[src/rtl/video_out_gen_pkg.sv]
// Shared types and default raster geometry for the video output generator.
package video_pkg;

    localparam int unsigned P_WIDTH  = 640;
    localparam int unsigned P_HEIGHT = 480;
    localparam int unsigned P_LSYNC  = 160;
    localparam int unsigned P_FSYNC  = 40;

    typedef logic [7:0] pixel_t;

    // pixel_0 sits in the MSB byte and is the first pixel on the wire
    typedef struct packed {
        pixel_t pixel_0;
        pixel_t pixel_1;
        pixel_t pixel_2;
        pixel_t pixel_3;
    } pixel_quad_t;

    typedef union packed {
        logic [31:0] word;
        pixel_quad_t px;
    } pixel_pack_t;

    typedef enum logic [1:0] {
        IDLE,
        ACTIVE,
        LBLANK,
        FBLANK
    } vo_state_t;

    function automatic pixel_t pick_pixel(input pixel_pack_t w, input logic [1:0] sel);
        pixel_t p;
        case (sel)
            2'd0:    p = w.px.pixel_0;
            2'd1:    p = w.px.pixel_1;
            2'd2:    p = w.px.pixel_2;
            default: p = w.px.pixel_3;
        endcase
        return p;
    endfunction

endpackage

[src/rtl/video_out_gen_if.sv]
// FIFO read side plus line_valid/frame_valid/pixel raster output of the video generator.
interface video_out_if;
    import video_pkg::*;

    logic        fifo_empty;
    logic [31:0] fifo_data;
    logic        r_e;
    pixel_t      pixel_out;
    logic        line_valid;
    logic        frame_valid;
    logic        underflow;

    modport master (
        input  fifo_empty, fifo_data,
        output r_e, pixel_out, line_valid, frame_valid, underflow
    );

    modport slave (
        output fifo_empty, fifo_data,
        input  r_e, pixel_out, line_valid, frame_valid, underflow
    );

endinterface

[src/rtl/video_out_gen_timing.sv]
// Raster state machine for the video generator: produces state, column and line counters.
module video_out_timing
    import video_pkg::*;
#(
    parameter int unsigned P_WIDTH  = video_pkg::P_WIDTH,
    parameter int unsigned P_HEIGHT = video_pkg::P_HEIGHT,
    parameter int unsigned P_LSYNC  = video_pkg::P_LSYNC,
    parameter int unsigned P_FSYNC  = video_pkg::P_FSYNC
) (
    input  logic      clk,
    input  logic      nRST,
    input  logic      start_i,
    output vo_state_t state_o,
    output logic [9:0] col_o,
    output logic [9:0] line_o,
    output logic      frame_start_o
);

    localparam int unsigned FB_CLKS = P_FSYNC * (P_WIDTH + P_LSYNC);
    localparam int unsigned FB_W    = (FB_CLKS > 1) ? $clog2(FB_CLKS) : 1;

    vo_state_t       state_q, state_d;
    logic [9:0]      col_q, col_d;
    logic [9:0]      line_q, line_d;
    logic [FB_W-1:0] fb_q, fb_d;
    logic            frame_start;

    always_ff @(posedge clk or negedge nRST) begin
        if (!nRST) begin
            state_q <= IDLE;
            col_q   <= '0;
            line_q  <= '0;
            fb_q    <= '0;
        end else begin
            state_q <= state_d;
            col_q   <= col_d;
            line_q  <= line_d;
            fb_q    <= fb_d;
        end
    end

    // col doubles as the blanking counter during LBLANK
    always_comb begin
        state_d     = state_q;
        col_d       = col_q;
        line_d      = line_q;
        fb_d        = fb_q;
        frame_start = 1'b0;
        unique case (state_q)
            IDLE: begin
                if (start_i) begin
                    state_d     = ACTIVE;
                    col_d       = '0;
                    line_d      = '0;
                    frame_start = 1'b1;
                end
            end
            ACTIVE: begin
                if (col_q == 10'(P_WIDTH - 1)) begin
                    state_d = LBLANK;
                    col_d   = '0;
                end else begin
                    col_d = col_q + 10'd1;
                end
            end
            LBLANK: begin
                if (col_q == 10'(P_LSYNC - 1)) begin
                    col_d = '0;
                    if (line_q < 10'(P_HEIGHT - 1)) begin
                        line_d  = line_q + 10'd1;
                        state_d = ACTIVE;
                    end else begin
                        fb_d    = '0;
                        state_d = FBLANK;
                    end
                end else begin
                    col_d = col_q + 10'd1;
                end
            end
            FBLANK: begin
                if (fb_q == FB_W'(FB_CLKS - 1)) begin
                    fb_d        = '0;
                    col_d       = '0;
                    line_d      = '0;
                    state_d     = ACTIVE;
                    frame_start = 1'b1;
                end else begin
                    fb_d = fb_q + 1'b1;
                end
            end
            default: state_d = IDLE;
        endcase
    end

    assign state_o       = state_q;
    assign col_o         = col_q;
    assign line_o        = line_q;
    assign frame_start_o = frame_start;

endmodule

[src/rtl/video_out_gen.sv]
// Video output generator: pops FIFO words, unpacks 4 pixels each, drives raster timing.
// Optional feature macro: VIDEO_OUT_TEST_PATTERN_EN (adds test_mode input, col^line pattern).
module video_out_gen
    import video_pkg::*;
#(
    parameter int unsigned P_WIDTH  = video_pkg::P_WIDTH,
    parameter int unsigned P_HEIGHT = video_pkg::P_HEIGHT,
    parameter int unsigned P_LSYNC  = video_pkg::P_LSYNC,
    parameter int unsigned P_FSYNC  = video_pkg::P_FSYNC
) (
    input  logic clk,
    input  logic nRST,
`ifdef VIDEO_OUT_TEST_PATTERN_EN
    input  logic test_mode,
`endif
    video_out_if.master vo
);

    vo_state_t   state;
    logic [9:0]  col;
    logic [9:0]  line;
    logic        frame_start;
    logic        tm;
    logic        start;

    pixel_t      pixel_q, pixel_d;
    logic        lv_q, lv_d;
    logic        fv_q, fv_d;
    logic        uf_q, uf_d;
    pixel_pack_t word_q, word_d;
    logic        ok_q, ok_d;
    logic        re;

`ifdef VIDEO_OUT_TEST_PATTERN_EN
    logic tm_q;

    // test_mode only takes effect on a frame boundary
    always_ff @(posedge clk or negedge nRST) begin
        if (!nRST) begin
            tm_q <= 1'b0;
        end else if (frame_start) begin
            tm_q <= test_mode;
        end
    end

    assign tm    = tm_q;
    assign start = !vo.fifo_empty || test_mode;
`else
    assign tm    = 1'b0;
    assign start = !vo.fifo_empty;
`endif

    video_out_timing #(
        .P_WIDTH  (P_WIDTH),
        .P_HEIGHT (P_HEIGHT),
        .P_LSYNC  (P_LSYNC),
        .P_FSYNC  (P_FSYNC)
    ) u_timing (
        .clk           (clk),
        .nRST          (nRST),
        .start_i       (start),
        .state_o       (state),
        .col_o         (col),
        .line_o        (line),
        .frame_start_o (frame_start)
    );

    always_comb begin
        re      = 1'b0;
        pixel_d = '0;
        uf_d    = 1'b0;
        word_d  = word_q;
        ok_d    = ok_q;
        lv_d    = (state == ACTIVE);
        fv_d    = (state == ACTIVE) || (state == LBLANK);
        if (frame_start) begin
            ok_d = 1'b0;
        end
        if (state == ACTIVE) begin
            if (tm) begin
                pixel_d = pixel_t'(col ^ line);
            end else if (col[1:0] == 2'd0) begin
                // group head pixel bypasses the latch so the pop and the pixel share a cycle
                if (!vo.fifo_empty) begin
                    re      = 1'b1;
                    word_d  = vo.fifo_data;
                    ok_d    = 1'b1;
                    pixel_d = vo.fifo_data[31:24];
                end else begin
                    ok_d = 1'b0;
                    uf_d = 1'b1;
                end
            end else if (ok_q) begin
                pixel_d = pick_pixel(word_q, col[1:0]);
            end
        end
    end

    always_ff @(posedge clk or negedge nRST) begin
        if (!nRST) begin
            pixel_q <= '0;
            lv_q    <= 1'b0;
            fv_q    <= 1'b0;
            uf_q    <= 1'b0;
            word_q  <= '0;
            ok_q    <= 1'b0;
        end else begin
            pixel_q <= pixel_d;
            lv_q    <= lv_d;
            fv_q    <= fv_d;
            uf_q    <= uf_d;
            word_q  <= word_d;
            ok_q    <= ok_d;
        end
    end

    assign vo.r_e         = re;
    assign vo.pixel_out   = pixel_q;
    assign vo.line_valid  = lv_q;
    assign vo.frame_valid = fv_q;
    assign vo.underflow   = uf_q;

endmodule

[src/flat_wrapper.sv]
// flat-port wrapper written by rule: the top's interface ports become plain ports
module video_out_gen_flat import video_pkg::*;
#(
    parameter int unsigned P_WIDTH  = video_pkg::P_WIDTH,
    parameter int unsigned P_HEIGHT = video_pkg::P_HEIGHT,
    parameter int unsigned P_LSYNC  = video_pkg::P_LSYNC,
    parameter int unsigned P_FSYNC  = video_pkg::P_FSYNC
)
  (clk, nRST, vo_fifo_empty, vo_fifo_data, vo_r_e, vo_pixel_out, vo_line_valid, vo_frame_valid, vo_underflow);
  video_out_if vo_i ();
  input  logic clk;
  input  logic nRST;
  input wire logic [$bits(vo_i.fifo_empty)-1:0] vo_fifo_empty;
  input wire logic [$bits(vo_i.fifo_data)-1:0] vo_fifo_data;
  output wire logic [$bits(vo_i.r_e)-1:0] vo_r_e;
  output wire logic [$bits(vo_i.pixel_out)-1:0] vo_pixel_out;
  output wire logic [$bits(vo_i.line_valid)-1:0] vo_line_valid;
  output wire logic [$bits(vo_i.frame_valid)-1:0] vo_frame_valid;
  output wire logic [$bits(vo_i.underflow)-1:0] vo_underflow;
  assign vo_i.fifo_empty = vo_fifo_empty;
  assign vo_i.fifo_data = vo_fifo_data;
  assign vo_r_e = vo_i.r_e;
  assign vo_pixel_out = vo_i.pixel_out;
  assign vo_line_valid = vo_i.line_valid;
  assign vo_frame_valid = vo_i.frame_valid;
  assign vo_underflow = vo_i.underflow;
  video_out_gen #(.P_WIDTH(P_WIDTH), .P_HEIGHT(P_HEIGHT), .P_LSYNC(P_LSYNC), .P_FSYNC(P_FSYNC)) u_core (.clk(clk), .nRST(nRST), .vo(vo_i));
endmodule
[config.mk]
export PLATFORM = sky130hd
export DESIGN_NAME = video_out_gen_flat
export DESIGN_NICKNAME = d
export VERILOG_FILES = /design/src/rtl/video_out_gen_pkg.sv /design/src/rtl/video_out_gen_if.sv /design/src/rtl/video_out_gen_timing.sv /design/src/rtl/video_out_gen.sv /design/src/flat_wrapper.sv
export SDC_FILE = /design/constraint.sdc
export NUM_CORES = 1
export LEC_CHECK = 0
export CELL_PAD_IN_SITES_DETAIL_PLACEMENT = 0
export CELL_PAD_IN_SITES_GLOBAL_PLACEMENT = 1
export CORE_AREA = 2 2 92 112
export CTS_BUF_LIST = sky130_fd_sc_hd__clkbuf_16
export DETAILED_ROUTE_END_ITERATION = 6
export DIE_AREA = 0 0 94 114
export HOLD_SLACK_MARGIN = 0.02
export PLACE_DENSITY_LB_ADDON = 0.1
export SKIP_LAST_GASP = 1
export SLEW_MARGIN = 20
export SYNTH_ARGS = -nofsm -noshare
export SYNTH_HDL_FRONTEND = slang
export SYNTH_SLANG_ARGS = --single-unit
[constraint.sdc]
create_clock -name clk -period 1.85 [get_ports clk]
set_input_delay 0.37 -clock clk [delete_from_list [all_inputs] [get_ports clk]]
set_output_delay 0.37 -clock clk [all_outputs]
set_load 0.005 [all_outputs]
==> run_results.csv, run 1 <==
group,metric,value,unit
cts,clock_latency,0.33,ns
cts,cts_tree,"done",
synthesis,netlist_instances,356,
sta,tightest_slew,0.447,ns
finish,fillers,863,
critical_path,required,2.09,ns
power,powerDensity,656,mW/mm2
placed_design,dp_hpwl,6580,um
routing,remaining_drc_errors,0,
power,combPwrFrac,4.0,%
routing,drt-total-wl,9280,um
finish,final_net_count,536,
critical_path,arrival,2.25,ns
run_status,status,"finished, violations left",
critical_path,worstPathMaxFanout,2,
synthesis,synth_ff_type,"dfrtp_1",
critical_path,slowest_delay,0.56,ns
hold_path,hold_path.class,"in -> async",
die,io_pins,47,
power,power.internal,2.88,mW
die,die_h,114,um
synthesis,avgSynthCellArea,10.4,um2
sta,hold_violations,0,
critical_path,worst_setup_path_end_kind,"flop",
global_routing,track_usage,18.8,%
cts,clkTransAtPathRegs,0.06,ns
die,rows,40,
synthesis,synth-seq-area-share,49.5,%
cts,clock_path_buffers,2,
finish,drive_gt1_share,35.8,%
placed_design,dp.cells,589,
cts,cts_root_buf,"clkbuf_16",
power,switching_share,20.5,%
critical_path,cp-start-kind,"flop",
power,pwr-share-clk,50.8,%
critical_path,crit_path_frequent_cell,"buf_4",
finish,area_growth,49.7,%
synthesis,synthMostInstantiatedCell,"dfrtp_1",
run,maxCapViolations,0,
global_routing,grt_pass1_wl,15600,um
power,p_leak,2.42,nW
routing,via_per_inst,5.20,
synthesis,synth-edff-count,0,
synthesis,yosysTopAreaCell,"dfrtp_1",
global_routing,antenna_found_initial,0,
synthesis,ys_types,53,
synthesis,synth_seq_cells,73,
placed_design,port_buffers,46,
sta,skew,0.00474,ns
die,start_util,37.8,%
synthesis,synth_area_leaders,"dfrtp_1, mux2_2, o21ai_0, nand2_1, ha_1",
sta,fin_ws,-0.155,ns
power,p_sw,0.743,mW
routing,wl_per_cell,15.0,um
finish,multi_input_area,0.00201,mm2
sta,period_share,108,%
sta,fmax,499,MHz
cts,cts_sinks,73,
routing,detail-route-antenna-nets,0,
cts,numCtsBuffers,9,
synthesis,syn_nets,402,
finish,insertedDiodeCount,0,
global_routing,overflow,0,
global_routing,grt_max_degree,36,
synthesis,synth_top_cells_by_count,"dfrtp_1, o21ai_0, nand2_1",
power,seq_power_share,45.2,%
sta,setup_viol,33,
sta,relSlewSlack,70.0,%
placed_design,place_congestion,0.793,
die,die_width,94,um
finish,regArea,0.00183,mm2
global_routing,grt_pass1_vias,3288,
die,die_area,0.0107,mm2
cts,cts_max_level,3,
finish,instances_no_fill,621,
finish,final_util,56.7,%
sta,finalMaxSlewViolations,0,
synthesis,async_reset_ff_share,100,%
die,core-area,0.00976,mm2
critical_path,crit_type,"reg -> reg",
critical_path,slowest_stage,"or4b_4",
sta,finalCriticalPeriod,2.01,ns
routing,vias,3229,
synthesis,netlist_area,0.00369,mm2
run_status,violations,"negative setup slack",
synthesis,synth_top_area_share,49.5,%
placed_design,place_worst_setup_slack,-0.289,ns
synthesis,yosys_warnings,0,
routing,drt_pass1_iterations,4,
power,max-vdd-ir-drop,0.442,mV
routing,drtIter0Drc,137,
critical_path,cp_cell_sequence,"or4b_4 > buf_4 > o31ai_4 > buf_4 > and3_4 > mux2i_1",
sta,rsz0062_at_grt,"yes",
==> worst paths after layout <==
check,slack [ns],endpoint,cells past startpoint,from
max,-0.16,u_core.u_timing.state_o[0],6,u_core.u_timing.col_o[9]
min,0.48,u_core.u_timing.line_o[9],2,nRST
max reg2reg,-0.16,u_core.u_timing.state_o[0],6,u_core.u_timing.col_o[9]
min reg2reg,0.50,u_core.word_q[5],1,u_core.word_q[5]
max in group asynchronous,0.80,u_core.vo.underflow,3,nRST
min in group clk,0.50,u_core.word_q[5],1,u_core.word_q[5]
==> power groups by stage <==
stage / Sequential (mW) / Combinational [mW] / Clock (mW)
2_1_floorplan: 1.66 / 0.0280 / 0
3_3_place_gp: 1.67 / 0.145 / 0
3_5_place_dp: 1.67 / 0.147 / 0
4_1_cts: 1.64 / 0.150 / 1.88
5_1_grt: 1.64 / 0.163 / 1.95
6_report: 1.64 / 0.146 / 1.84
==> kinds of logic after synthesis <==
| kind of cell | count (synthesis) | share of synthesized area [%] |
|---|---|---|
| AO/OA/AOI/OAI | 108 | 19.0 |
| adder cells (fa/ha/maj) | 11 | 3.73 |
| buffers and inverters | 25 | 2.81 |
| flip-flops | 73 | 49.5 |
| multiplexers | 27 | 8.17 |
| AND/OR/NAND/NOR | 112 | 16.8 |
==> placed cells by master, fill, tap and decap left out, drive strengths merged, types with 3 or more instances in the layout <==
cell type,netlist,layout
inv,12,12
a22oi,8,8
a21o,7,7
dfrtp,73,73
a22o,9,9
nand3,11,11
buf,3,90
and3,8,8
a211oi,4,4
mux2,25,25
o41ai,3,3
clkbuf,10,10
a21oi,8,8
nand2,37,37
a31oi,12,12
clkinv,0,4
ha,11,11
and2,5,5
o21ai,42,42
nand2b,11,11
nand4,7,7
nor2,16,16
o31ai,3,3
clkdlybuf4s50,0,44
==> area by class of cell <==
cell class | count | area share, %
Inverter | 12 | 0.815
Tap cell | 126 | 2.85
Multi-Input combinational cell | 258 | 36.4
Sequential cell | 73 | 33.0
Timing Repair Buffer | 136 | 21.3
Clock buffer | 9 | 4.07
Clock inverter | 7 | 1.54
==> layer usage <==
layer	GRT usage, %	up-vias	share of wire [%]	wire length (um)
met3	2.97	18	2.9	269
met5	0	-	0	0
met1	23.7	1559	45	4150
met4	9.95	0	2.8	260
li1	-	1586	-	-
met2	31.0	66	50	4600
==> sequential cells by signal, summed over array words and instances, names as in the netlist <==
signal and flops:
u_core.ok_q 1, u_core.vo.pixel_out 8, u_core.vo.frame_valid 1, u_core.u_timing.line_o 10, u_core.u_timing.state_o 2, u_core.vo.line_valid 1, u_core.u_timing.col_o 10, u_core.u_timing.fb_q 15
u_core.vo.underflow 1, u_core.word_q 24
==> worst max-delay path: cells and delay by family (launching register included) <==
family | cells | cell delay (ns)
and+or+nand+nor | 2 | 0.75
buffers and inverters | 2 | 0.31
muxes | 1 | 0.22
DFF | 1 | 0.37
AOI/OAI and AO/OA | 1 | 0.26
==> per-stage QoR <==
| stage | area (um2) | setup TNS (ns) | total power [mW] | hold slack, ns |
|---|---|---|---|---|
| finish | 5530 | -3.02 | 3.63 | 0.476 |
| global route | 5530 | -5.84 | 3.75 | 0.498 |
| CTS | 5410 | -3.11 | 3.67 | 0.479 |
| detailed placement | 4850 | -9.85 | 1.82 | 0.288 |
| global placement | 4850 | -7.82 | 1.81 | 0.284 |
| floorplan | 3730 | -0.788 | 1.69 | 0.0744 |
==> timing repair <==
action                     in CTS  in global routing
hold buffers                    1                  0
setup buffers                  12                  4
gates cloned                    1                  0
setup endpoints to repair      61                 61
pin swaps                      13                  6
gates resized for setup        39                 28
hold endpoints to repair       18                  0
No activity file was read; power rests on OpenSTA's default activity.
==> inputs of run 2 (changes only) <==
--- a/config.mk
+++ b/config.mk
@@ -9,10 +9,13 @@
 export CELL_PAD_IN_SITES_GLOBAL_PLACEMENT = 1
 export CORE_AREA = 2 2 92 112
 export CTS_BUF_LIST = sky130_fd_sc_hd__clkbuf_16
+export CTS_CLUSTER_DIAMETER = 150
 export DETAILED_ROUTE_END_ITERATION = 6
 export DIE_AREA = 0 0 94 114
+export GPL_ROUTABILITY_DRIVEN = 0
 export HOLD_SLACK_MARGIN = 0.02
 export PLACE_DENSITY_LB_ADDON = 0.1
+export SKIP_CTS_REPAIR_TIMING = 1
 export SKIP_LAST_GASP = 1
 export SLEW_MARGIN = 20
 export SYNTH_ARGS = -nofsm -noshare
==> run 2 against run 1 <==
  * The run still ends with negative setup slack left
  * Global-route usage fell by 0.64 points
  * First-iteration DRC count fell by 0.73%
  * Critical path depth rose by 1
  * Largest cell class unchanged
==> run_results.csv, run 2 (synthesis gave the netlist of run 1 again) <==
group,metric,value,unit
placed_design,dp.cells,589,
critical_path,cp.buffers_inverters,2,
finish,most-common-layout-cells,"buf_4, dfrtp_1, clkdlybuf4s50_1, nand2_1, o21ai_0",
finish,largest_reg_flops,24,
sta,setup_viol,30,
critical_path,slowest_stage,"or4b_4",
die,start_util,37.8,%
finish,final_util,56.9,%
critical_path,r2r_end,"u_core.u_timing.fb_q[3]",
routing,wl_per_cell,15.2,um
finish,instances_no_fill,616,
global_routing,grt_pass1_vias,3179,
cts,cts_sinks,73,
sta,rsz0062_at_grt,"yes",
routing,remaining_drc_errors,0,
routing,detail-route-antenna-nets,0,
critical_path,crit_family,"simple AND/OR/NAND/NOR gates",
power,pwr-share-clk,50.9,%
hold_path,hold_path.class,"in -> async",
global_routing,track_usage,18.1,%
power,seq_power_share,45.1,%
routing,drt_pass1_iterations,4,
global_routing,overflow,0,
critical_path,crit_path_frequent_cell,"buf_4",
power,max-vdd-ir-drop,0.442,mV
finish,reg_top3,"u_core.word_q (24), u_core.u_timing.fb_q (15)",
finish,drive_gt1_share,35.5,%
finish,regMostFlops,"u_core.word_q",
global_routing,grt_pass1_wl,15000,um
placed_design,dp_hpwl,6580,um
cts,clock_latency,0.34,ns
die,die_h,114,um
power,p_sw,0.749,mW
sta,finalMaxSlewViolations,0,
cts,clkTransAtPathRegs,0.06,ns
sta,holdWs,0.472,ns
critical_path,ff2ff_setup_slack,-0.19,ns
critical_path,slowest_delay,0.55,ns
power,powerDensity,653,mW/mm2
die,die_width,94,um
die,io_pins,47,
global_routing,antenna_found_initial,0,
critical_path,ff2ff_path_depth,7,
die,core-area,0.00976,mm2
cts,cts_root_buf,"clkbuf_16",
power,combPwrFrac,4.0,%
critical_path,worst_setup_path_end_kind,"flop",
run_status,status,"finished, violations left",
finish,area_growth,50.5,%
sta,hold_violations,0,
cts,clock_path_buffers,2,
sta,period_share,110,%
die,die_area,0.0107,mm2
critical_path,crit_type,"reg -> reg",
cts,numCtsBuffers,9,
critical_path,rr_startpoint,"u_core.u_timing.col_o[5]",
sta,tightest_slew,0.548,ns
sta,fin_ws,-0.191,ns
finish,insertedDiodeCount,0,
sta,finalCriticalPeriod,2.04,ns
run,maxCapViolations,0,
sta,skew,0.00374,ns
sta,relSlewSlack,63.1,%
placed_design,port_buffers,46,
finish,fillers,873,
routing,drt-total-wl,9380,um
critical_path,cp-start-kind,"flop",
die,rows,40,
finish,final_net_count,531,
cts,cts_tree,"done",
power,p_leak,2.40,nW
critical_path,worstPathMaxFanout,6,
finish,final_common_cell,"buf_4",
cts,cts_max_level,3,
routing,via_per_inst,5.19,
run_status,violations,"negative setup slack",
global_routing,grt_max_degree,36,
power,power.internal,2.88,mW
critical_path,arrival,2.26,ns
routing,drtIter0Drc,136,
sta,fmax,490,MHz
routing,vias,3195,
critical_path,required,2.07,ns
critical_path,cp_cell_sequence,"or4b_4 > nor3_4 > a31oi_2 > buf_4 > buf_4 > a21o_1 > a22o_1",
power,switching_share,20.6,%
[run 2: cell types whose count changed in the layout (fill, tap and decap cells not counted), moves of 2 or more]
| cell | change |
|---|---|
| and2_2 | -2 |
| o21ai_4 | +2 |
| nand2_1 | +2 |
| o21ai_1 | -4 |
| and2_4 | +2 |
| a31oi_1 | -3 |
| o21ai_2 | +2 |
| a31oi_4 | +3 |
| nand2_2 | -2 |
| buf_4 | -3 |
| buf_6 | -2 |
[run 2: final cells by class]
cell class / count / area [um2] / area share (%)
Multi-Input combinational cell: 258 / 2080 / 37.4
Sequential cell: 73 / 1830 / 32.9
Timing Repair Buffer: 131 / 1140 / 20.5
Clock buffer: 9 / 225 / 4.05
Tap cell: 126 / 158 / 2.84
Clock inverter: 7 / 85.1 / 1.53
Inverter: 12 / 45.0 / 0.810
[run 2: how the worst max path moves through the flow]
stage,to,slack (ns),from,depth (start not counted)
CTS,vo_r_e,-0.41,u_core.u_timing.state_o[1],5
global placement,u_core.u_timing.col_o[7],-0.23,vo_fifo_empty,5
detailed placement,u_core.u_timing.col_o[7],-0.29,vo_fifo_empty,5
floorplan,u_core.u_timing.line_o[8],-0.16,u_core.u_timing.col_o[9],5
global route,u_core.u_timing.col_o[3],-0.26,u_core.u_timing.col_o[5],7
finish,u_core.u_timing.fb_q[3],-0.19,u_core.u_timing.col_o[5],7
[run 2: layer usage]
| layer | vias to the layer above | global-route usage, % | share of wire [%] |
|---|---|---|---|
| met4 | 0 | 9.76 | 2.9 |
| met1 | 1546 | 23.0 | 44 |
| li1 | 1568 | - | - |
| met3 | 19 | 3.04 | 3.1 |
| met5 | - | 0 | 0 |
| met2 | 62 | 29.5 | 50 |
[run 2: power by group through the flow]
stage	Clock, mW	Combinational [mW]	Sequential [mW]
after CTS	1.88	0.148	1.64
after global routing	1.95	0.163	1.64
after global placement	0	0.145	1.67
after detailed placement	0	0.147	1.67
final	1.85	0.146	1.64
after floorplan	0	0.0280	1.66
[run 2: stage by stage]
stage | setup TNS, ns | cell area (um2) | setup slack, ns | total power, mW
2_1_floorplan | -0.788 | 3730 | -0.157 | 1.69
3_3_place_gp | -7.82 | 4850 | -0.230 | 1.81
3_5_place_dp | -9.85 | 4850 | -0.289 | 1.82
4_1_cts | -6.01 | 5160 | -0.410 | 3.66
5_1_grt | -6.21 | 5560 | -0.263 | 3.75
6_report | -3.53 | 5560 | -0.191 | 3.63
==> inputs of run 3 (changes only) <==
--- a/config.mk
+++ b/config.mk
@@ -14,6 +14,7 @@
 export DIE_AREA = 0 0 94 114
 export GPL_ROUTABILITY_DRIVEN = 0
 export HOLD_SLACK_MARGIN = 0.02
+export MAX_ROUTING_LAYER = met4
 export PLACE_DENSITY_LB_ADDON = 0.1
 export SKIP_CTS_REPAIR_TIMING = 1
 export SKIP_LAST_GASP = 1
==> run 3 against run 2 <==
  * The run still ends with negative setup slack left
  * Worst setup slack improved by 0.012 ns
  * Clock-buffer cell count unchanged
  * Critical path depth unchanged
  * Wire length increased by 0.74%
  * Combinational power about the same
  * Maximum frequency grew 0.58%
  * Die area stayed put
  * First-iteration DRC count decreased by 5.9%
==> run_results.csv, run 3 (synthesis gave the netlist of run 1 again) <==
group,metric,value,unit
sta,tightest_slew,0.429,ns
run_status,status,"finished, violations left",
power,p_sw,0.739,mW
power,power.internal,2.88,mW
critical_path,cp-start-kind,"flop",
finish,largest_reg_flops,24,
cts,numCtsBuffers,9,
sta,rsz0062_at_grt,"yes",
sta,setup_viol,30,
critical_path,worst_setup_path_end_kind,"flop",
cts,clkTransAtPathRegs,0.06,ns
power,pwr-share-clk,50.7,%
routing,drtIter0Drc,128,
sta,finalMaxSlewViolations,0,
critical_path,required,2.07,ns
critical_path,ff2ff_path_depth,7,
critical_path,arrival,2.25,ns
power,combPwrFrac,4.0,%
placed_design,dp_hpwl,6580,um
die,die_area,0.0107,mm2
die,die_h,114,um
cts,cts_tree,"done",
power,p_leak,2.43,nW
finish,fillers,851,
finish,most-common-layout-cells,"buf_4, dfrtp_1, clkdlybuf4s50_1, nand2_1, o21ai_0",
finish,reg_top3,"u_core.word_q (24), u_core.u_timing.fb_q (15)",
die,io_pins,47,
sta,holdWs,0.471,ns
critical_path,crit_start,"u_core.u_timing.col_o[5]",
finish,drive_gt1_share,36.9,%
finish,final_net_count,537,
sta,relSlewSlack,71.2,%
routing,remaining_drc_errors,0,
sta,period_share,110,%
die,rows,40,
critical_path,r2r_end,"u_core.u_timing.fb_q[3]",
cts,cts_max_level,3,
sta,fmax,493,MHz
sta,skew,0.00343,ns
critical_path,rr_startpoint,"u_core.u_timing.col_o[5]",
die,die_width,94,um
finish,insertedDiodeCount,0,
sta,setup_tns,-3.30,ns
finish,area_growth,52.6,%
sta,fin_ws,-0.179,ns
run,maxCapViolations,0,
cts,cts_root_buf,"clkbuf_16",
die,start_util,37.8,%
routing,wl_per_cell,15.2,um
global_routing,grt_pass1_vias,3175,
cts,clock_latency,0.34,ns
global_routing,grt_max_degree,36,
hold_path,hold_path.class,"in -> async",
finish,regMostFlops,"u_core.word_q",
sta,hold_violations,0,
finish,final_common_cell,"buf_4",
power,seq_power_share,45.2,%
critical_path,worstPathMaxFanout,6,
critical_path,ff2ff_setup_slack,-0.18,ns
power,switching_share,20.4,%
cts,cts_sinks,73,
sta,finalCriticalPeriod,2.03,ns
power,max-vdd-ir-drop,0.440,mV
global_routing,antenna_found_initial,0,
finish,multi_input_area,0.00211,mm2
cts,clock_path_buffers,2,
die,core-area,0.00976,mm2
routing,via_per_inst,5.19,
global_routing,track_usage,18.7,%
finish,regArea,0.00183,mm2
global_routing,overflow,0,
power,powerDensity,643,mW/mm2
routing,drt_pass1_iterations,4,
routing,drt-total-wl,9450,um
routing,detail-route-antenna-nets,0,
global_routing,grt_pass1_wl,15000,um
routing,vias,3228,
placed_design,port_buffers,46,
critical_path,crit_type,"reg -> reg",
run_status,violations,"negative setup slack",
## run 3: cell count changes in the layout (fill, tap and decap cells not counted), sizes merged
cell / previous run / this run
buf: 85 / 91
## run 3: through the flow
| stage | setup slack [ns] | cell area [um2] | utilization (%) | cells | power (mW) |
|---|---|---|---|---|---|
| floorplan | -0.157 | 3730 | - | 356 | 1.69 |
| global placement | -0.230 | 4850 | 49.7 | 589 | 1.81 |
| detailed placement | -0.289 | 4850 | 49.7 | 589 | 1.82 |
| CTS | -0.410 | 5160 | 52.9 | 605 | 3.66 |
| global route | -0.260 | 5630 | 57.7 | 622 | 3.75 |
| finish | -0.179 | 5630 | 57.7 | 622 | 3.62 |
## run 3: area by class of cell
type                       count  share of cell area, %
inverter                      12                  0.799
clock inverter                 7                   1.51
tap                          126                   2.80
timing repair buffer         137                   21.1
clock buffer                   9                   4.00
multi-input combinational    258                   37.4
sequential                    73                   32.4
## run 3: critical path: stages, from the launching register on
cell	delay (ns)
dfrtp_1	0.40
or4b_4	0.55
nor3_4	0.16
a31oi_2	0.12
buf_4	0.17
buf_4	0.15
a21o_1	0.15
a22o_1	0.22
## run 3: how the worst max path moves through the flow
stage	to	slack, ns	cells after the start
after CTS	vo_r_e	-0.41	5
after global placement	u_core.u_timing.col_o[7]	-0.23	5
after detailed placement	u_core.u_timing.col_o[7]	-0.29	5
after floorplan	u_core.u_timing.line_o[8]	-0.16	5
after global routing	u_core.u_timing.col_o[3]	-0.26	7
final	u_core.u_timing.fb_q[3]	-0.18	7
## run 3: power groups by stage
| stage | clock (mW) | sequential [mW] | combinational [mW] |
|---|---|---|---|
| CTS | 1.88 | 1.64 | 0.148 |
| detailed placement | 0 | 1.67 | 0.147 |
| global route | 1.95 | 1.64 | 0.163 |
| floorplan | 0 | 1.66 | 0.0280 |
| global placement | 0 | 1.67 | 0.145 |
| finish | 1.84 | 1.64 | 0.146 |
## run 3: metal layers
layer  track usage, %  vias to the layer above  wire length, um
met4             9.76                        0              259
met5                -                        -                0
met3             2.91                       19              283
met2             29.6                       68             4710
li1                 -                     1586                -
met1             23.0                     1555             4200
==> variant, RTL diff (config.mk and constraints of run 3) <==
`fb_q` no longer has a reset.
--- a/src/rtl/video_out_gen_timing.sv
+++ b/src/rtl/video_out_gen_timing.sv
@@ -32,3 +32,2 @@
             line_q  <= '0;
-            fb_q    <= '0;
         end else begin
@@ -37,4 +36,7 @@
             line_q  <= line_d;
-            fb_q    <= fb_d;
         end
+    end
+
+    always_ff @(posedge clk) begin
+        fb_q <= fb_d;
     end
Formal check against the unedited RTL: same outputs for any inputs over 10 cycles, from zero or initial values and one cycle with nRST low; that may be too few to reach the edited logic, so the function may still have changed.
==> variant against run 3 <==
- design area down 5.6%
- worst setup slack better by 160 ps
- routed wire length down 1.9%
- power up 4.2%
- the run still ends with negative setup slack left
- area after synthesis up 1.8%
- clock power about the same
- critical path type unchanged
- sequential cell count unchanged
- die area unchanged
==> variant: results (changes against run 3) <==
Routing
  • WL/cell: 15.82 um (+4.1%)
  • Routed wire length: 9270 um (-1.9%)
  • Drt initial violations: 143 (+12%)
  • Vias per cell: 5.244 (+1.0%)

Run status
  • Status: complete, but fails checks
  • Failing checks: negative setup slack

STA
  • Finish-stage setup viols: 5 (-83%)
  • Slew @ Worst Pin: 499.7 ps (+70.58 ps)
  • Final setup margin: -21.72 ps (+157.0 ps)
  • Clk_skew: 6.876 ps (+3.441 ps)
  • Setup tns final: -49.53 ps (+3254 ps)

Power
  • P_leak: 2.191 nW (-9.8%)
  • Net switching power: 0.8121 mW (+9.8%)
  • Worst vdd rail ir drop: 694.3 uV (+58%)

Yosys
  • Main area contributors after synthesis: dfrtp_1, edfxtp_1, mux2_2, o21ai_0, ha_1
  • Most frequent cells after synthesis: dfrtp_1, nand2_1, o21ai_0
  • Sequential share of the synthesized area: 50.58% (+1.1 points)
  • Total number of yosys warnings: 0 (unchanged)
  • Netlist cell types: 54 (+1.9%)
  • Ys async rst share: 79.45% (-21 points)

Setup path
  • Slowest stage delay, CP: 410 ps (-140 ps)
  • Crit path arrival time: 2090 ps (-160 ps)
  • CP bufs+invs: 0 (-2)
  • RR Endpoint: u_core.u_timing.col_o[9]$_DFFE_PN0P_
  • CP Launch Point: u_core.u_timing.col_o[0]$_DFFE_PN0P_
  • CP max stage cell: dfrtp_1
  • CP Capture Point: u_core.u_timing.col_o[9]$_DFFE_PN0P_
  • Top delay family on crit path: compound AO/OA/AOI/OAI gates
  • R2R cell count: 6 (-1)
  • Crit-path max FO: 8 (+2)

Place
  • Placed wire-length estimate: 6233 um (-5.3%)
  • DP Cell Count: 560 (-4.9%)

Global route
  • GRT Util Overall: 18.40% (-0.29 points)
  • Vias in the first global route: 3,122 (-1.7%)
  • Largest net degree at the start of global routing: 59 (+64%)

Cells and area
  • Nets: 501 (-6.7%)
  • Share of cells above drive strength 1: 29.78% (-7.1 points)
## variant: cells by family (layout without fill, tap and decap cells)
logic type / after synthesis / count (layout) / share of synthesized area (%)
DFF: 73 / 73 / 50.58
muxes: 26 / 26 / 7.754
and+or+nand+nor: 124 / 124 / 16.94
AOI/OAI and AO/OA: 81 / 82 / 14.84
buffers and inverters: 30 / 133 / 3.661
xor gates and xnor gates: 11 / 11 / 2.563
adders and majority gates: 11 / 11 / 3.661
## variant: power groups by stage
stage          sequential [mW]  combinational [mW]  clock (mW)
2_1_floorplan             1.75              0.0738           0
3_3_place_gp              1.76               0.208           0
3_5_place_dp              1.76               0.212           0
4_1_cts                   1.73               0.212        1.89
5_1_grt                   1.74               0.233        1.97
6_report                  1.73               0.208        1.84
## variant: cell type report
| type | instances | area, um2 |
|---|---|---|
| fillers | 893 | 4442 |
| multi-input cells | 254 | 1924 |
| flip-flops and latches | 73 | 1906 |
| repair buffers | 107 | 978.4 |
| clock buffers | 10 | 250.2 |
| well taps | 126 | 157.7 |
| clock inverters | 6 | 63.81 |
| inverters | 10 | 37.54 |
## variant: routing by layer
layer,global-route usage [%],up-vias,share of wire [%]
met5,-,-,0
met4,6.377,0,1.5
met3,5.086,13,3.5
met2,28.67,56,51
met1,23.10,1487,44
li1,-,1517,-
## variant: worst register-to-register path, delay by kind of cell, from the launching register on
| family | cells | cell delay [ps] |
|---|---|---|
| AOI/OAI and AO/OA | 3 | 870 |
| adders and majority gates | 1 | 190 |
| DFF | 1 | 410 |
| and+or+nand+nor | 2 | 280 |
## variant: metrics by stage
step	total power, mW	cell area [um2]
final	3.775	5318
after global routing	3.936	5318
after detailed placement	1.974	4731
after floorplan	1.827	3815
after global placement	1.968	4731
after CTS	3.835	5045
